[src/rtl/fp_addsub_pipe.sv]
`default_nettype none
// ============================================================================
// Module   : fp_addsub_pipe
// Purpose  : Parametrised IEEE-754 binary floating-point adder/subtractor.
//            Three registered stages (align, add/normalise, round/pack)
//            with valid/ready flow control. Rounding is round-to-nearest-even
//            and subnormals are handled gradually.
// Ports    : clk, rst (async, active-high)
//            in_valid/in_ready, a, b, sub   - operand side (sub=1: a-b)
//            out_valid/out_ready, res       - result side
//            flag_invalid, flag_overflow, flag_inexact - result exceptions
// Revision : 1.0 - initial release
// ============================================================================
module fp_addsub_pipe #(
    parameter int EXP_W = 8,
    parameter int MAN_W = 23
) (
    input  logic                 clk,
    input  logic                 rst,
    input  logic                 in_valid,
    output logic                 in_ready,
    input  logic [EXP_W+MAN_W:0] a,
    input  logic [EXP_W+MAN_W:0] b,
    input  logic                 sub,
    output logic                 out_valid,
    input  logic                 out_ready,
    output logic [EXP_W+MAN_W:0] res,
    output logic                 flag_invalid,
    output logic                 flag_overflow,
    output logic                 flag_inexact
);
    localparam int c_W      = 1 + EXP_W + MAN_W;
    localparam int c_FW     = MAN_W + 4;            // hidden, frac, guard, round, sticky
    localparam int c_SH_MAX = MAN_W + 3;
    localparam int c_LZ_W   = $clog2(c_FW + 1);
    localparam int c_CW     = ((c_LZ_W > EXP_W) ? c_LZ_W : EXP_W) + 1;
    localparam logic [EXP_W-1:0] c_EXP_ONES = '1;
    localparam logic [c_W-1:0]   c_QNAN = {1'b0, {EXP_W{1'b1}}, 1'b1, {(MAN_W-1){1'b0}}};

    function automatic logic [c_LZ_W-1:0] f_lzc(input logic [c_FW-1:0] v);
        f_lzc = c_LZ_W'(c_FW);
        // Ascending scan: the highest set bit is the last one to write.
        for (int i = 0; i < c_FW; i++) begin
            if (v[i]) f_lzc = c_LZ_W'(c_FW - 1 - i);
        end
    endfunction

    // Whole pipe shifts as one; only a full, unaccepted output stalls it.
    logic r3_valid;
    logic w_advance;
    assign w_advance = !r3_valid || out_ready;
    assign in_ready  = w_advance && !rst;

    // ---------------- S1: classify, swap, align ----------------
    logic             w_sa, w_sb;
    logic [EXP_W-1:0] w_ea, w_eb;
    logic [MAN_W-1:0] w_fa, w_fb;
    assign w_sa = a[c_W-1];
    assign w_ea = a[c_W-2:MAN_W];
    assign w_fa = a[MAN_W-1:0];
    assign w_sb = b[c_W-1] ^ sub;
    assign w_eb = b[c_W-2:MAN_W];
    assign w_fb = b[MAN_W-1:0];

    logic w_a_nan, w_b_nan, w_a_snan, w_b_snan, w_a_inf, w_b_inf, w_inf_clash;
    assign w_a_nan     = (w_ea == c_EXP_ONES) && (w_fa != '0);
    assign w_b_nan     = (w_eb == c_EXP_ONES) && (w_fb != '0);
    assign w_a_snan    = w_a_nan && !w_fa[MAN_W-1];
    assign w_b_snan    = w_b_nan && !w_fb[MAN_W-1];
    assign w_a_inf     = (w_ea == c_EXP_ONES) && (w_fa == '0);
    assign w_b_inf     = (w_eb == c_EXP_ONES) && (w_fb == '0);
    assign w_inf_clash = w_a_inf && w_b_inf && (w_sa != w_sb);

    logic             w_special, w_invalid;
    logic [c_W-1:0]   w_special_res;
    always_comb begin
        w_special = w_a_nan | w_b_nan | w_a_inf | w_b_inf;
        w_invalid = w_a_snan | w_b_snan | w_inf_clash;
        if (w_a_nan || w_b_nan || w_inf_clash) w_special_res = c_QNAN;
        else if (w_a_inf)                      w_special_res = {w_sa, a[c_W-2:0]};
        else                                   w_special_res = {w_sb, b[c_W-2:0]};
    end

    // A wins ties so that x-x keeps A's sign before the +0 override.
    logic             w_a_ge, w_sl, w_hl, w_hs;
    logic [EXP_W-1:0] w_el, w_es, w_el_eff, w_es_eff;
    logic [MAN_W-1:0] w_fl, w_fs;
    always_comb begin
        w_a_ge = {w_ea, w_fa} >= {w_eb, w_fb};
        w_sl   = w_a_ge ? w_sa : w_sb;
        w_el   = w_a_ge ? w_ea : w_eb;
        w_fl   = w_a_ge ? w_fa : w_fb;
        w_es   = w_a_ge ? w_eb : w_ea;
        w_fs   = w_a_ge ? w_fb : w_fa;
        w_hl   = (w_el != '0);
        w_hs   = (w_es != '0);
        w_el_eff = w_hl ? w_el : EXP_W'(1);
        w_es_eff = w_hs ? w_es : EXP_W'(1);
    end

    logic [c_CW-1:0]   w_diff_ext, w_shift;
    logic [2*c_FW-1:0] w_s_ext;
    logic [c_FW-1:0]   w_s_aligned;
    assign w_diff_ext = c_CW'(w_el_eff - w_es_eff);
    assign w_shift    = (w_diff_ext > c_CW'(c_SH_MAX)) ? c_CW'(c_SH_MAX) : w_diff_ext;
    // Lower half catches every bit pushed past the sticky position.
    assign w_s_ext     = {w_hs, w_fs, 3'b000, {c_FW{1'b0}}} >> w_shift;
    assign w_s_aligned = {w_s_ext[2*c_FW-1:c_FW+1], w_s_ext[c_FW] | (|w_s_ext[c_FW-1:0])};

    logic             r1_valid, r1_sign, r1_eff_sub, r1_special, r1_invalid;
    logic [EXP_W-1:0] r1_exp;
    logic [c_FW-1:0]  r1_ml, r1_ms;
    logic [c_W-1:0]   r1_special_res;

    // ---------------- S2: add / normalise ----------------
    logic [c_FW:0]     w_sum;
    logic [c_LZ_W-1:0] w_lzc;
    logic [c_CW-1:0]   w_lzc_ext, w_em1, w_lshift;
    logic [c_FW-1:0]   w_norm, w_man2;
    logic [EXP_W:0]    w_exp2;
    logic              w_sign2;
    assign w_sum     = r1_eff_sub ? ({1'b0, r1_ml} - {1'b0, r1_ms})
                                  : ({1'b0, r1_ml} + {1'b0, r1_ms});
    assign w_lzc     = f_lzc(w_sum[c_FW-1:0]);
    assign w_lzc_ext = c_CW'(w_lzc);
    assign w_em1     = c_CW'(r1_exp) - c_CW'(1);
    // Never normalise below exponent 1; what is left over is a subnormal.
    assign w_lshift  = (w_lzc_ext < w_em1) ? w_lzc_ext : w_em1;
    assign w_norm    = w_sum[c_FW-1:0] << w_lshift;
    assign w_sign2   = ((w_sum == '0) && r1_eff_sub) ? 1'b0 : r1_sign;

    always_comb begin
        if (w_sum[c_FW]) begin
            w_man2 = {w_sum[c_FW:2], w_sum[1] | w_sum[0]};
            w_exp2 = {1'b0, r1_exp} + (EXP_W+1)'(1);
        end else begin
            w_man2 = w_norm;
            w_exp2 = w_norm[c_FW-1] ? (EXP_W+1)'(c_CW'(r1_exp) - w_lshift) : '0;
        end
    end

    logic             r2_valid, r2_sign, r2_special, r2_invalid;
    logic [EXP_W:0]   r2_exp;
    logic [c_FW-1:0]  r2_man;
    logic [c_W-1:0]   r2_special_res;

    // ---------------- S3: round / pack ----------------
    logic             w_g, w_r, w_st, w_rnd_up, w_inexact3, w_ovf3;
    logic [MAN_W+1:0] w_rounded;
    logic [EXP_W:0]   w_exp3;
    logic [MAN_W-1:0] w_frac3;
    assign w_g       = r2_man[2];
    assign w_r       = r2_man[1];
    assign w_st      = r2_man[0];
    assign w_rnd_up  = w_g & (w_r | w_st | r2_man[3]);
    assign w_rounded = {1'b0, r2_man[c_FW-1:3]} + (MAN_W+2)'(w_rnd_up);
    assign w_inexact3 = w_g | w_r | w_st;

    always_comb begin
        w_exp3  = r2_exp;
        w_frac3 = w_rounded[MAN_W-1:0];
        if (w_rounded[MAN_W+1]) begin
            w_exp3  = r2_exp + (EXP_W+1)'(1);
            w_frac3 = w_rounded[MAN_W:1];
        end else if ((r2_exp == '0) && w_rounded[MAN_W]) begin
            // Largest subnormal rounded up into the smallest normal.
            w_exp3 = (EXP_W+1)'(1);
        end
    end
    assign w_ovf3 = w_exp3 >= {1'b0, c_EXP_ONES};

    logic [c_W-1:0] w_res3;
    logic           w_inv3, w_ovf_o, w_inx_o;
    always_comb begin
        w_res3  = {r2_sign, w_exp3[EXP_W-1:0], w_frac3};
        w_inv3  = 1'b0;
        w_ovf_o = 1'b0;
        w_inx_o = w_inexact3;
        if (r2_special) begin
            w_res3  = r2_special_res;
            w_inv3  = r2_invalid;
            w_inx_o = 1'b0;
        end else if (w_ovf3) begin
            w_res3  = {r2_sign, c_EXP_ONES, {MAN_W{1'b0}}};
            w_ovf_o = 1'b1;
            w_inx_o = 1'b1;
        end
    end

    logic [c_W-1:0] r3_res;
    logic           r3_inv, r3_ovf, r3_inx;

    always_ff @(posedge clk or posedge rst) begin
        if (rst) begin
            r1_valid <= 1'b0; r1_sign <= 1'b0; r1_eff_sub <= 1'b0; r1_special <= 1'b0;
            r1_invalid <= 1'b0; r1_exp <= '0; r1_ml <= '0; r1_ms <= '0; r1_special_res <= '0;
            r2_valid <= 1'b0; r2_sign <= 1'b0; r2_special <= 1'b0; r2_invalid <= 1'b0;
            r2_exp <= '0; r2_man <= '0; r2_special_res <= '0;
            r3_valid <= 1'b0; r3_res <= '0; r3_inv <= 1'b0; r3_ovf <= 1'b0; r3_inx <= 1'b0;
        end else if (w_advance) begin
            r1_valid       <= in_valid;
            r1_sign        <= w_sl;
            r1_eff_sub     <= w_sa ^ w_sb;
            r1_special     <= w_special;
            r1_invalid     <= w_invalid;
            r1_exp         <= w_el_eff;
            r1_ml          <= {w_hl, w_fl, 3'b000};
            r1_ms          <= w_s_aligned;
            r1_special_res <= w_special_res;

            r2_valid       <= r1_valid;
            r2_sign        <= w_sign2;
            r2_special     <= r1_special;
            r2_invalid     <= r1_invalid;
            r2_exp         <= w_exp2;
            r2_man         <= w_man2;
            r2_special_res <= r1_special_res;

            r3_valid       <= r2_valid;
            r3_res         <= w_res3;
            r3_inv         <= w_inv3;
            r3_ovf         <= w_ovf_o;
            r3_inx         <= w_inx_o;
        end
    end

    assign out_valid     = r3_valid;
    assign res           = r3_res;
    assign flag_invalid  = r3_inv;
    assign flag_overflow = r3_ovf;
    assign flag_inexact  = r3_inx;

endmodule
`default_nettype wire

[config.mk]
export PLATFORM = sky130hd
export DESIGN_NAME = fp_addsub_pipe
export DESIGN_NICKNAME = d
export VERILOG_FILES = /design/src/rtl/fp_addsub_pipe.sv
export SDC_FILE = /design/constraint.sdc
export NUM_CORES = 1
export LEC_CHECK = 0
export ABC_AREA = 1
export BUFFER_PORTS_ARGS = -buffer_cell sky130_fd_sc_hd__buf_2
export CORE_MARGIN = 2
export CORE_UTILIZATION = 60
export CTS_CLUSTER_DIAMETER = 120
export DETAILED_ROUTE_END_ITERATION = 7
export PLACE_DENSITY = 0.81
export SLEW_MARGIN = 40
export SYNTH_ARGS = -nofsm -noshare
export SYNTH_HDL_FRONTEND = slang
export SYNTH_SLANG_ARGS = --single-unit
[constraint.sdc]
create_clock -name clk -period 7.81 [get_ports clk]
set_input_delay 1.562 -clock clk [delete_from_list [all_inputs] [get_ports clk]]
set_output_delay 1.562 -clock clk [all_outputs]
set_load 0.03 [all_outputs]
=== Word level (Yosys, flattened, before mapping) ===
Cells that the tools add are included.

* Bitwise gates (word level): 14
* Mux-type cells: 53
* Reduce and logical (&&, ||, !) cells: 27
* $add $sub $neg: 8
* $lt $le $gt $ge: 4
* Shift-type cells: 2
* Equality and inequality tests: 3

{| class="wikitable"
|+ Operator list
! operator !! count
|-
| $mux 5 || 26
|-
| $mux 32 || 3
|-
| $mux 23 || 3
|-
| $mux 9 || 6
|-
| $shr 54x9->54 || 1
|-
| $logic_not 23->1 || 2
|-
| $reduce_bool 23->1 || 2
|-
| $mux 8 || 4
|-
| $ge 31x31->1 || 1
|-
| $mux 31 || 1
|-
| $add 27x27->28 || 1
|-
| $logic_not 28->1 || 1
|-
| $mux 28 || 1
|-
| $sub 27x27->28 || 1
|-
| $mux 27 || 1
|-
| $reduce_or 27->1 || 1
|-
| $shl 27x9->27 || 1
|-
| $add 24x1->25 || 1
|-
| $eq 8x8->1 const B || 2
|-
| $reduce_bool 8->1 || 2
|-
| $logic_and 1x1->1 || 11
|-
| $or 1x1->1 || 11
|-
| $add 8x1->9 const B || 1
|-
| $add 9x1->9 const B || 1
|-
| other kinds (13) || 26
|}

* Bits in registers: 204
* Word-level logic and storage cells: 132
* Output and inout bits: 37
* Input port bits: 69

=== Depth between registers and ports, before layout ===
Gate-level depths: netlist (run 1).

* Depth after elaboration: 34
* Depth in mapped cells: 50
* Depth with buffers taken out: 48

=== Least setup slack after synthesis (run 1) ===
OpenSTA, ideal clock, no wires.

* Path kind: input to register
* Start point: input port b[2]
* End point: register r1_ms[0]
* Stages: 42
* Required time: 7688 ps
* Path buffers: 4
* Library setup time: 122 ps
* Path slack: 755 ps
* Arrival: 6933 ps
* Path through: inv_1 -> ha_1 -> nand2_1 -> o21ai_0 -> a21oi_1 -> nor3_1 -> nor2_1 -> o221ai_1 -> nand3_1 -> nand3_1 -> clkbuf_1 -> clkbuf_1 -> clkbuf_1 -> o21ai_0 -> nand4_1 -> nor4_1 -> nor2_1 -> ha_1 -> [6 not listed] -> nor2_1 -> nor2_1 -> nor2_1 -> xor2_1 -> nor3_1 -> nand2_1 -> nor2_1 -> clkbuf_1 -> o21ai_0 -> o21ai_0 -> nand2_1 -> o21ai_0 -> o21ai_0 -> or2_2 -> a32oi_1 -> nand4_1 -> nor2_1 -> a21oi_1

* Cells in the longest elaborated chain, start to end: 10
* Elaborated cells on any way between the ends: 14
* Classes of those cells: add/sub (1); order compare (2); shift (1); mux (6); bitwise (1); reduce/logical (3)

{| class="wikitable"
|+ Ends and longest elaborated chain
! item !! RTL line !! RTL
|-
| start: declaration || 23 || <nowiki>input logic [EXP_W+MAN_W:0] b,</nowiki>
|-
| $ge 31x31->1 || 89 || <nowiki>w_a_ge = {w_ea, w_fa} >= {w_eb, w_fb};</nowiki>
|-
| $mux 8 (on tied branches) || 91, 93 ||
|-
| $reduce_bool 8->1 (on tied branches) || 95, 96 ||
|-
| $mux 8 (on tied branches) || 97, 98 ||
|-
| $sub 8x8->9 || 104 || <nowiki>assign w_diff_ext = c_CW'(w_el_eff - w_es_eff);</nowiki>
|-
| $gt 9x5->1 || 105 || <nowiki>assign w_shift = (w_diff_ext > c_CW'(c_SH_MAX)) ? c_CW'(c_SH_MAX) : w_diff_ext;</nowiki>
|-
| $mux 9 || 105 ||
|-
| $shr 54x9->54 (*) || 107 || <nowiki>assign w_s_ext = {w_hs, w_fs, 3'b000, {c_FW{1'b0}}} >> w_shift;</nowiki>
|-
| $reduce_or 27->1 || 108 || <nowiki>assign w_s_aligned = {w_s_ext[2*c_FW-1:c_FW+1], w_s_ext[c_FW] | (|w_s_ext[c_FW-1:0])};</nowiki>
|-
| $or 1x1->1 (*) || 108 ||
|-
| end signal: assignment || 208 || <nowiki>r1_ms <= w_s_aligned;</nowiki>
|-
| end: declaration || 112 || <nowiki>logic [c_FW-1:0] r1_ml, r1_ms;</nowiki>
|}

Every way passes the cells marked *; elsewhere a longest branch is shown, timed or not.
A chain may end at the register's enable or synchronous reset.

=== Worst setup path after layout (run 1) ===
* Start point: input port b[18]
* End point: register r1_ms[0]

Same word-level chain as after synthesis.

==> run_results.csv, run 1 <==
group,metric,value,unit
status,outcome,"completed",
finish,layout-drive-gt1-share,12.0,%
min_path,hold_class,"reg2reg",
floorplan,row_count,63,
clock_tree,htreeDepth,1,
drt,drt_iter0_drc,2012,
clock_tree,ctsHoldBuffers,0,
critical_path,critPathKind,"in2reg",
drt,post_drt_wl_per_cell,19.7,um
critical_path,arrival,7.60,ns
clock_tree,cts_tree,"yes",
logic_synthesis,syn_area_per_cell,6.66,um2
clock_tree,worstSkewPairLatency,0.55,ns
run,cap_violations,0,
placement,dpl-instance-area,18700,um2
logic_synthesis,synthFlopType,"dfrtp_1",
clock_tree,cts-root-buf,"clkbuf_16",
drt,dr_total_vias,18991,
timing,post-route-period-util,92.2,%
drt,ant_nets,0,
critical_path,crit_slowest_cell,"fa_1",
critical_path,cp_top_family,"simple AND/OR/NAND/NOR gates",
global_routing,grt_pass1_vias,17565,
logic_synthesis,ys_seq_elements,204,
critical_path,crit_required,8.21,ns
critical_path,max_stage_delay,0.39,ns
clock_tree,clkSinkCount,204,
floorplan,core,29400,um2
logic_synthesis,synth-async-reset-ratio,100,%
power,powerDensity,374,nW/um2
global_routing,antenna_found_initial,6,
logic_synthesis,yosysUniqueCellTypes,63,
placement,detailed_place_hpwl,47.4,mm
floorplan,io_pins,106,
drt,drcViolationCount,0,
timing,drv_slew,0,
timing,finalHoldViolCount,0,
placement,portBuffers,105,
drt,drt_pass1_iterations,6,
timing,worst_slew_pin_slew,0.861,ns
floorplan,die_y,176,um
clock_tree,cts_buffer_depth,3,
placement,gp_congestion,1.02,
logic_synthesis,seq_area_frac_synth,28.7,%
drt,drt-vias-per-instance,6.04,
critical_path,cpMostUsedCell,"nor2_1",
logic_synthesis,syn_inst,2668,
logic_synthesis,syn_area,17800,um2
floorplan,die_w,176,um
logic_synthesis,yosysWarningCount,0,
finish,post-route-cell-area,19600,um2
clock_tree,clk_pin_slew,0.06,ns
global_routing,grt_max_degree,234,
power,p_leak,9.65,nW
clock_tree,cts_buffers,23,
timing,max_freq,139,MHz
timing,clock_skew,0.0339,ns
floorplan,die-area,31000,um2
finish,final_common_cell,"nand2_1",
floorplan,start_util,60.5,%
drt,wirelength,61.9,mm
global_routing,grt_overflow,0,
power,ir_drop,285,uV
timing,setup_violations,0,
finish,fin_nets,2912,
finish,syn2layout_area_growth,10.2,%
critical_path,critPathCaptureType,"flip-flop",
critical_path,crit_buf_inv,4,
critical_path,critPathMaxFanout,15,
global_routing,grt_use_total,39.4,%
logic_synthesis,synth-edff-count,0,
timing,final.min_clock_period,7.20,ns
power,finalPower,7.32,mW
finish,layout_common_cells,"696 x nand2_1, 302 x inv_1, 278 x o21ai_0, 211 x nand3_1, 204 x dfrtp_1",
timing,max_slew_margin,42.4,%
global_routing,grt_pass1_wl,95.8,mm
critical_path,startpoint_type,"input port",
per-layer routing:
metal	vias up	share of wire, %	GRT usage [%]
li1	9031	-	-
met1	8898	42	53.8
met2	900	44	61.7
met3	158	9.8	8.55
met4	4	3.9	14.3
met5	-	0.036	0
sequential cells by signal, summed over array words and instances, names as in the netlist, 8 cells and up:
| register | count |
|---|---|
| r1_special_res | 32 |
| r2_special_res | 32 |
| res | 32 |
| r1_ms | 27 |
| r2_man | 27 |
| r1_ml | 24 |
| r2_exp | 9 |
| r1_exp | 8 |
synth_stat cells, types with 14 or more instances:
library cell / instances / area [um2]
a21oi_1: 150 / 751
inv_1: 306 / 1150
nand3_1: 213 / 1070
nand4_1: 40 / 250
ha_1: 105 / 1310
o22ai_1: 15 / 93.8
o221ai_1: 14 / 123
buf_4: 19 / 143
nor3_1: 38 / 190
o21ai_0: 282 / 1410
dfrtp_1: 204 / 5100
nor2_1: 172 / 646
clkbuf_1: 77 / 289
nand2_1: 697 / 2620
nand3_2: 16 / 160
o32ai_1: 28 / 245
nor4_1: 26 / 163
nand2_2: 26 / 163
a31oi_1: 14 / 87.6
xor2_1: 46 / 403
buf_2: 20 / 100
stage by stage:
stage | worst slack, ns | hold WS (ns) | TNS (ns) | utilization, % | instances
5_1_grt | -0.0335 | 0.490 | -0.0335 | 66.6 | 3142
4_1_cts | 0.457 | 0.467 | 0 | 66.2 | 3136
3_3_place_gp | 0.200 | 0.447 | 0 | 63.4 | 3094
3_5_place_dp | -0.0734 | 0.452 | -0.0734 | 63.5 | 3094
6_report | 0.612 | 0.469 | 0 | 66.6 | 3143
2_1_floorplan | 0.681 | 0.437 | 0 | - | 2669
final cells by class:
cell class              instances  area [um2]
fillers                      2626        9810
multi-input cells            2019       10900
diodes                          1        2.50
inverters                     317        1210
clock inverters                11         115
well taps                     390         488
repair buffers                170        1070
clock buffers                  31         686
flip-flops and latches        204        5100
power breakdown:
| part | total, mW | internal [mW] | switching, mW |
|---|---|---|---|
| Sequential | 1.75 | 1.43 | 0.320 |
| Combinational | 4.43 | 1.36 | 3.08 |
| Clock | 1.14 | 0.659 | 0.477 |
| Total | 7.32 | 3.45 | 3.87 |
worst reg2reg max path, delay by kind of cell, from the launching register on:
| kind | cells | cell delay, ns |
|---|---|---|
| fa+ha+maj | 3 | 1.14 |
| xor+xnor | 1 | 0.14 |
| buf+inv | 3 | 0.31 |
| simple gates | 22 | 2.43 |
| compound gates | 12 | 2.61 |
| flops | 1 | 0.46 |
cells by family (layout without fill, tap and decap cells):
| kind of cell | count (synthesis) | after routing | synth area share, % |
|---|---|---|---|
| other | 1 | 3 | 0.0211 |
| and+or+nand+nor | 1273 | 1274 | 31.6 |
| DFF | 204 | 204 | 28.7 |
| xor gates and xnor gates | 53 | 53 | 2.61 |
| AOI/OAI and AO/OA | 578 | 578 | 18.7 |
| muxes | 4 | 4 | 0.225 |
| buffers and inverters | 447 | 529 | 10.4 |
| adders and majority gates | 108 | 108 | 7.73 |
final timing paths:
path / cells after the start / startpoint / to / slack [ns]
min in group asynchronous: 2 / rst / r2_special_res[19] / 1.12
hold reg to reg: 2 / r1_special_res[23] / r2_special_res[23] / 0.47
setup reg to reg: 41 / r1_ml[12] / r2_exp[7] / 0.68
max in group asynchronous: 3 / rst / r1_ml[9] / 5.51
setup / recovery: 42 / b[18] / r1_ms[0] / 0.61
hold / removal: 2 / r1_special_res[23] / r2_special_res[23] / 0.47
what timing repair did:
action | CTS | global route
setup endpoints to repair | 0 | 1
buffers inserted | 0 | 4
hold endpoints to repair | 0 | 0
gates resized for setup | 0 | 14
Note: power is estimated with default switching activity, not from simulation.
==> inputs of run 2 (changes only) <==
--- a/config.mk
+++ b/config.mk
@@ -5,7 +5,6 @@
 export SDC_FILE = /design/constraint.sdc
 export NUM_CORES = 1
 export LEC_CHECK = 0
-export ABC_AREA = 1
 export BUFFER_PORTS_ARGS = -buffer_cell sky130_fd_sc_hd__buf_2
 export CORE_MARGIN = 2
 export CORE_UTILIZATION = 60
==> run_results.csv, run 2 <==
group,metric,value,unit
timing,max_slew_margin,39.1,%
timing,post-route-period-util,99.2,%
drt,drt_iter0_drc,2472,
power,p_leak,10.0,nW
status,outcome,"completed",
logic_synthesis,synth-async-reset-ratio,100,%
floorplan,die-area,31000,um2
floorplan,io_pins,106,
timing,final.min_clock_period,7.74,ns
finish,fin_nets,2654,
global_routing,grt_max_degree,138,
critical_path,max_stage_delay,0.53,ns
critical_path,critPathMaxFanout,7,
critical_path,endpoint,"r1_ms[0]",
timing,drv_slew,0,
placement,preCtsSetupSlack,-0.571,ns
clock_tree,cts_buffer_depth,3,
logic_synthesis,seq_area_frac_synth,28.7,%
global_routing,grt_overflow,0,
logic_synthesis,ys_seq_elements,204,
clock_tree,htreeDepth,1,
drt,drcViolationCount,0,
timing,max_freq,129,MHz
critical_path,critPathKind,"in2reg",
logic_synthesis,syn_area_per_cell,7.88,um2
critical_path,arrival,8.12,ns
floorplan,die_y,176,um
timing,worst_slew_pin_slew,0.904,ns
power,ir_drop,236,uV
critical_path,reg2reg_to,"r2_man[11]",
timing,whs,0.476,ns
floorplan,start_util,61.4,%
clock_tree,cts_buffers,23,
drt,ant_nets,0,
logic_synthesis,yosys-top-cells-count,"278 x nand2_1, 239 x nor2_1, 204 x dfrtp_1",
timing,setup_tns,0,ns
global_routing,grt_use_total,41.9,%
timing,clock_skew,0.0150,ns
finish,post-route-util,73.4,%
logic_synthesis,synth_area_leaders,"dfrtp_1 29%, ha_1 7.4%, nand2_1 5.9%",
placement,detailed_place_hpwl,50.2,mm
critical_path,crit_slowest_cell,"or4_1",
min_path,hold_class,"reg2reg",
clock_tree,clk_pin_slew,0.06,ns
logic_synthesis,synth.most_common_cell,"nand2_1",
logic_synthesis,synth_top_area_share,28.7,%
run,cap_violations,0,
drt,post_drt_wl_per_cell,23.2,um
clock_tree,clkSinkCount,204,
global_routing,grt_pass1_vias,18354,
critical_path,startpoint_type,"input port",
finish,layout_common_cells,"277 x nand2_1, 233 x nor2_1, 215 x buf_4, 204 x dfrtp_1, 168 x a21oi_1",
clock_tree,cts_tree,"yes",
drt,wirelength,66.7,mm
timing,finalHoldViolCount,0,
floorplan,row_count,62,
drt,dr_total_vias,19200,
drt,drt-vias-per-instance,6.67,
critical_path,crit_start,"a[12]",
logic_synthesis,synth-edff-count,0,
placement,gp_congestion,1.04,
drt,drt_pass1_iterations,6,
clock_tree,cts-root-buf,"clkbuf_16",
finish,syn2layout_area_growth,19.5,%
floorplan,core,28900,um2
timing,layout_setup_ws,0.0650,ns
logic_synthesis,synth_top_cell_by_area,"dfrtp_1",
global_routing,antenna_found_initial,0,
critical_path,rrSetupSlack,0.34,ns
floorplan,die_w,176,um
critical_path,r2r_start,"r1_ms[12]",
global_routing,grt_pass1_wl,102,mm
logic_synthesis,syn_inst,2253,
placement,portBuffers,105,
logic_synthesis,synthFlopType,"dfrtp_1",
logic_synthesis,yosysUniqueCellTypes,102,
critical_path,critPathCaptureType,"flip-flop",
timing,setup_violations,0,
logic_synthesis,yosysWarningCount,0,
power,powerDensity,364,nW/um2
logic_synthesis,syn_area,17800,um2
clock_tree,worstSkewPairLatency,0.51,ns
finish,layout-drive-gt1-share,20.7,%
finish,final_common_cell,"nand2_1",
critical_path,crit_required,8.18,ns
critical_path,worst_r2r_path_depth,24,
## run 2: layout make-up
type	instances	area, um2
Sequential cell	204	5100
Timing Repair Buffer	331	2340
Clock inverter	13	131
Inverter	115	447
Fill cell	2201	7710
Clock buffer	28	614
Multi-Input combinational cell	1802	12100
Tap cell	384	480
Antenna cell	1	2.50
## run 2: logic make-up after synthesis
| group | count (synthesis) | share of synthesized area, % |
|---|---|---|
| AND/OR/NAND/NOR | 835 | 21.8 |
| AO/OA/AOI/OAI | 657 | 24.9 |
| buffers and inverters | 250 | 5.63 |
| flip-flops | 204 | 28.7 |
| multiplexers | 134 | 8.00 |
| adder cells (fa/ha/maj) | 108 | 7.74 |
| XOR/XNOR | 64 | 3.20 |
| other | 1 | 0.0211 |
## run 2: report_power, final
part	leakage (nW)	internal, mW	switching (mW)	total, mW
clock network	0.367	0.630	0.443	1.07
registers	2.48	1.43	0.392	1.82
logic	7.15	1.81	3.02	4.84
## run 2: what timing repair did
item | in CTS | in global routing
setup buffers | 1 | 13
resized for setup | 3 | 74
hold buffers | 0 | 0
pin swaps | 1 | 31
cloned | 0 | 3
endpoints found under the setup margin | 1 | 38
## run 2: through the flow
step	cells	cell area, um2	total power [mW]
after floorplan	2254	17900	4.84
after global placement	2819	20000	6.21
after detailed placement	2819	20000	6.35
after CTS	2861	20700	7.46
after global routing	2877	21200	8.15
final	2878	21200	7.74
## run 2: worst min-delay path by stage
stage | from | endpoint | slack (ns) | cells past startpoint
2_1_floorplan | r2_valid | r2_valid | 0.43 | 2
3_3_place_gp | r2_valid | r2_valid | 0.44 | 2
3_5_place_dp | r2_special_res[24] | r2_special_res[24] | 0.46 | 2
4_1_cts | r2_special_res[6] | r2_special_res[6] | 0.47 | 2
5_1_grt | r1_invalid | r2_invalid | 0.50 | 2
6_report | r2_special_res[17] | r2_special_res[17] | 0.48 | 2
## run 2: routing by layer
metal / track usage [%] / wire length, um / part of all wire [%] / up-vias
met5: 0 / 0 / 0 / -
met4: 17.8 / 3400 / 5.1 / 0
met3: 7.90 / 6930 / 10 / 250
met2: 68.4 / 30800 / 46 / 1172
met1: 54.5 / 25600 / 38 / 9146
li1: - / - / - / 8632
## run 2: critical path, delay by kind of cell
family | cells | cell delay, ns
AOI/OAI and AO/OA | 17 | 2.96
adders and majority gates | 3 | 0.81
and+or+nand+nor | 6 | 1.09
muxes | 3 | 0.62
xor gates and xnor gates | 1 | 0.11
buffers and inverters | 6 | 0.92
